File: src/rtl/int_ctrl.sv
// Programmable interrupt controller: latches, masks and prioritises NSRC requests onto one IRQ line.
// Optional macro INTC_SYNC_EN inserts a 2-flop synchroniser on every src bit.
module int_ctrl #(
    parameter int NSRC = 6
) (
    input  logic            clk,
    input  logic            reset,
    input  logic [31:2]     Addr,
    input  logic            WE,
    input  logic [31:0]     Din,
    output logic [31:0]     Dout,
    input  logic [NSRC-1:0] src,
    output logic            IRQ
);

    typedef enum logic [1:0] {
        S_IDLE = 2'd0,
        S_REQ  = 2'd1,
        S_GAP  = 2'd2
    } state_t;

    state_t          state_q, state_d;
    logic [NSRC-1:0] pend_q, pend_d;
    logic [NSRC-1:0] mask_q, mask_d;
    logic [NSRC-1:0] mode_q, mode_d;
    logic [NSRC-1:0] prev_q;
    logic [3:0]      id_q, id_d;

    logic [NSRC-1:0] s;
    logic [1:0]      reg_sel;
    logic            wr_pend, wr_mask, wr_mode, ack;
    logic [3:0]      win;
    logic            any;
    logic            unused_bits;

    assign reg_sel     = Addr[3:2];
    assign unused_bits = ^{Addr[31:4], Din[31:NSRC]};

`ifdef INTC_SYNC_EN
    logic [NSRC-1:0] sync1_q, sync2_q;

    always_ff @(posedge clk or posedge reset) begin
        if (reset) begin
            sync1_q <= '0;
            sync2_q <= '0;
        end else begin
            sync1_q <= src;
            sync2_q <= sync1_q;
        end
    end

    assign s = sync2_q;
`else
    assign s = src;
`endif

    assign wr_pend = WE && (reg_sel == 2'd0);
    assign wr_mask = WE && (reg_sel == 2'd1);
    assign wr_mode = WE && (reg_sel == 2'd2);
    // A CAUSE write only counts as an acknowledge while a request is outstanding.
    assign ack     = WE && (reg_sel == 2'd3) && (state_q == S_REQ);

    // Lowest index wins: scanning downward leaves the lowest active bit last.
    always_comb begin
        win = 4'd0;
        any = 1'b0;
        for (int i = NSRC - 1; i >= 0; i--) begin
            if (pend_q[i] && mask_q[i]) begin
                win = 4'(i);
                any = 1'b1;
            end
        end
    end

    // Edge bits: a new rising edge beats a simultaneous W1C or ACK clear.
    always_comb begin
        pend_d = pend_q;
        for (int i = 0; i < NSRC; i++) begin
            if (mode_q[i]) begin
                pend_d[i] = (s[i] && !prev_q[i]) ||
                            (pend_q[i] && !((wr_pend && Din[i]) ||
                                            (ack && (id_q == 4'(i)))));
            end else begin
                pend_d[i] = s[i];
            end
        end
    end

    assign mask_d = wr_mask ? Din[NSRC-1:0] : mask_q;
    assign mode_d = wr_mode ? Din[NSRC-1:0] : mode_q;

    always_comb begin
        state_d = state_q;
        id_d    = id_q;
        case (state_q)
            S_IDLE: begin
                if (any) begin
                    id_d    = win;
                    state_d = S_REQ;
                end
            end
            S_REQ: begin
                if (ack) begin
                    state_d = S_GAP;
                end
            end
            S_GAP: begin
                state_d = S_IDLE;
            end
            default: begin
                state_d = S_IDLE;
            end
        endcase
    end

    always_ff @(posedge clk or posedge reset) begin
        if (reset) begin
            state_q <= S_IDLE;
            pend_q  <= '0;
            mask_q  <= '0;
            mode_q  <= '0;
            prev_q  <= '0;
            id_q    <= '0;
        end else begin
            state_q <= state_d;
            pend_q  <= pend_d;
            mask_q  <= mask_d;
            mode_q  <= mode_d;
            prev_q  <= s;
            id_q    <= id_d;
        end
    end

    assign IRQ = (state_q == S_REQ);

    always_comb begin
        Dout = '0;
        case (reg_sel)
            2'd0: Dout[NSRC-1:0] = pend_q;
            2'd1: Dout[NSRC-1:0] = mask_q;
            2'd2: Dout[NSRC-1:0] = mode_q;
            default: begin
                Dout[31]  = (state_q == S_REQ);
                Dout[3:0] = id_q;
            end
        endcase
    end

endmodule

File: config.mk
export PLATFORM = sky130hd
export DESIGN_NAME = int_ctrl
export DESIGN_NICKNAME = d
export VERILOG_FILES = /design/src/rtl/int_ctrl.sv
export SDC_FILE = /design/constraint.sdc
export NUM_CORES = 1
export LEC_CHECK = 0
export BUFFER_PORTS_ARGS = -buffer_cell sky130_fd_sc_hd__buf_2
export CAP_MARGIN = 15
export CORE_ASPECT_RATIO = 0.8
export CORE_UTILIZATION = 43
export CTS_BUF_LIST = sky130_fd_sc_hd__clkbuf_2 sky130_fd_sc_hd__clkbuf_4 sky130_fd_sc_hd__clkbuf_8
export DETAILED_ROUTE_END_ITERATION = 8
export GPL_ROUTABILITY_DRIVEN = 0
export PLACE_DENSITY = 0.82
export SLEW_MARGIN = 0
export SYNTH_ARGS = -nofsm -noshare
export SYNTH_HDL_FRONTEND = slang
export SYNTH_SLANG_ARGS = --single-unit
File: constraint.sdc
create_clock -name clk -period 1.7 [get_ports clk]
set_input_delay 0.255 -clock clk [delete_from_list [all_inputs] [get_ports clk]]
set_output_delay 0.255 -clock clk [all_outputs]
set_load 0.03 [all_outputs]
==> Implementation_results.wiki <==
{| class="wikitable"
! Metric !! Value
|-
| Cell types occupying the most area after synthesis || sky130_fd_sc_hd__dfrtp_1 (47%), sky130_fd_sc_hd__buf_4 (13%), sky130_fd_sc_hd__mux2_2 (9.5%), sky130_fd_sc_hd__nand2_1 (6.1%), sky130_fd_sc_hd__mux4_2 (4.4%)
|-
| Post-synthesis instance total || 146
|-
| Number of input and output port buffers inserted || 24
|-
| Inserted Diodes || 0
|-
| Vias in the first global route || 1,101
|-
| Smallest hold slack || 0.0241 ns
|-
| Type of origin of the critical path || register
|-
| Placed wire-length estimate || 2.17 mm
|-
| Unique masters post-synth || 29
|-
| Number of antenna violations at the first check in global routing || 0
|-
| Post-CTS setup repair buffer count || 0
|-
| Fill cell total of the finished layout || 329
|-
| Maximum vdd drop || 0.425 mV
|-
| Final setup violation count || 0
|-
| Y dimension of the die || 55.6 um
|-
| Area fraction of the dominant cell type after synthesis || 47.0%
|-
| Clock period minus worst slack || 1.64 ns
|-
| Required time worst endpoint || 1.44 ns
|-
| Biggest fanout along the worst timing path || 5
|-
| Largest clock skew in the final design || 0.00665 ns
|-
| Clock edge transition at the registers on the reported setup and hold paths || 0.06 ns
|-
| Quantity of gates resized following cts || 0
|-
| Latest clock arrival within the worst-skew pair || 0.29 ns
|-
| Area of the multi-input gates || 698 um^2
|-
| Total of warnings raised by yosys || 0
|-
| Die Span X || 69.0 um
|-
| Final layout net count || 250
|-
| Max stage delay cell, worst path || sky130_fd_sc_hd__mux4_2
|-
| Async set-reset flop share out of synthesis || 100%
|-
| Cell breakdown of the critical path || mux4_2, buf_2
|-
| Floorplan die area || 3840 um^2
|-
| Total number of clock tree sinks || 29
|-
| Layout cells sized above 1 || 29.6%
|-
| Hold Path Class || in -> async
|-
| Post-route DRC || 0
|-
| Worst r2r path cells || 4
|-
| Power per standard cell area || 1290 nW/um^2
|-
| Area growth syn-to-layout || 12.3%
|-
| Most frequent cell after synthesis || sky130_fd_sc_hd__dfrtp_1
|-
| Crit end category || primary output
|-
| Standby leakage power || 0.845 nW
|-
| DR vias || 1,091
|-
| Post-synth design cell area || 1550 um^2
|-
| Maximum operating frequency || 0.611 GHz
|-
| Syn avg cell area || 10.6 um^2
|-
| Maximum cell stage delay along the critical path || 0.48 ns
|-
| Reg-to-reg setup timing slack || 0.29 ns
|-
| Pin count of the biggest net entering global routing || 30
|-
| Post-synth EDFFs || 0
|-
| Critical path buffer and inverter count || 1
|-
| Startpoint of the lowest-slack register-to-register path || state_q[1]
|-
| Top-level port count || 104
|-
| Post-detailed-routing wire length || 2.92 mm
|-
| Routed wire length per instance || 13.2 um
|-
| Area of all sequential standard cells || 726 um^2
|-
| First-pass GRT wire length || 5.09 mm
|-
| Ratio of final minimum period to clock period || 96.3%
|-
| RSZ-0062 raised after global routing || false
|-
| Critical path startpoint || id_q[2]
|-
| Clock root buffer || sky130_fd_sc_hd__clkbuf_8
|-
| Final count of pins violating max slew || 0
|-
| Final count of hold timing violations || 0
|-
| Post-synthesis cell type with the largest combined area || sky130_fd_sc_hd__dfrtp_1
|-
| Overall Global Routing Usage || 17.6%
|-
| Post-route antenna net violation count || 0
|-
| Starting density of the core || 45.1%
|-
| Ranking of synthesized cells by instance count || sky130_fd_sc_hd__dfrtp_1 (29), sky130_fd_sc_hd__buf_4 (26), sky130_fd_sc_hd__nand2_1 (25), sky130_fd_sc_hd__mux2_2 (13)
|-
| Cell Rows || 19
|-
| CTS tree || done
|-
| Number of buffers inserted by hold repair at cts || 0
|-
| Post-synthesis sequential area ratio || 47.0%
|-
| Per-cell via count in the routed design || 4.94
|-
| Core region area || 3420 um^2
|-
| Worst R2R End || pend_q[1]
|-
| Run status || finished clean
|-
| Setup_tns || 0 ns
|-
| Remaining Overflow, GRT || 0
|-
| Cell type group with the largest total delay on the critical path || multiplexers
|-
| Number of buffers created by CTS || 5
|-
| 1st-iter DRT viols || 51
|-
| Class of the most critical setup path || reg -> out
|-
| Maximum buffer depth of the clock tree || 2
|-
| Primary FF master, synth || sky130_fd_sc_hd__dfrtp_1
|-
| Count of H-tree levels built during CTS || 2
|-
| First-pass iteration count of the detailed router || 6
|-
| Yosys reg bits || 29
|-
| Signal arrival time at the worst endpoint || 1.38 ns
|-
| Maxcap violations || 0
|}
==> worst register-to-register path: stages (launching register included) <==
cell,delay [ns]
sky130_fd_sc_hd__dfrtp_1,0.38
sky130_fd_sc_hd__nand2b_1,0.18
sky130_fd_sc_hd__or3_1,0.43
sky130_fd_sc_hd__nor3b_1,0.22
sky130_fd_sc_hd__o21ai_1,0.09
==> where the power goes <==
part	switching (mW)	leakage, nW	internal [mW]
Combinational	0.422	0.455	0.287
Sequential	0.119	0.343	0.827
Clock	0.244	0.0477	0.336
Total	0.785	0.845	1.45
==> worst max-delay path by stage <==
| stage | end | slack [ns] | cells after the start |
|---|---|---|---|
| 4_1_cts | Dout[2] | 0.05 | 2 |
| 6_report | Dout[2] | 0.06 | 2 |
| 5_1_grt | Dout[2] | 0.02 | 2 |
| 3_3_place_gp | pend_q[1] | 0.21 | 5 |
| 3_5_place_dp | pend_q[1] | 0.20 | 5 |
| 2_1_floorplan | Dout[5] | 0.23 | 3 |
==> metal layers <==
metal	GRT usage [%]	share of wire, %	wire, um	vias up
li1	-	-	-	530
met1	23.8	47	1360	515
met2	25.1	45	1320	40
met3	5.80	6.4	187	6
met4	9.91	1.6	48	0
met5	0	0	0	-
==> logic make-up after synthesis <==
kind of cell,after synthesis,share of synthesized area (%)
AO/OA/AOI/OAI,22,9.23
other,1,0.243
multiplexers,19,15.8
AND/OR/NAND/NOR,45,14.1
buffers and inverters,30,13.7
flip-flops,29,47.0
==> final cells by class <==
type	instances	area share [%]
Sequential cell	29	41.8
Inverter	3	0.649
Tap cell	42	3.03
Timing Repair Buffer	29	9.08
Clock buffer	7	5.19
Multi-Input combinational cell	111	40.2
==> layout by cell type (no fill, tap or decap), drive strengths merged, types with 4 or more instances in the layout <==
master,count
dfrtp,29
buf,29
nand2,25
conb,25
mux2,13
o21ai,8
clkbuf,7
nand3,5
a22o,5
a21oi,4
==> registers in the layout, indices dropped and copies added (netlist names) <==
| name | cells |
|---|---|
| prev_q | 6 |
| mask_q | 6 |
| id_q | 3 |
| mode_q | 6 |
| pend_q | 6 |
| state_q | 2 |
==> through the flow <==
stage                     util [%]  total power, mW  std cells  setup slack, ns  area (um^2)
after floorplan                  -             1.50        170            0.234         1640
after global placement        48.1             1.64        214            0.212         1650
after detailed placement      48.1             1.67        214            0.204         1650
after CTS                     50.7             2.25        221           0.0531         1740
after global routing          50.7             2.36        221           0.0249         1740
final                         50.7             2.24        221           0.0624         1740
No activity file was read; power rests on OpenSTA's default activity.
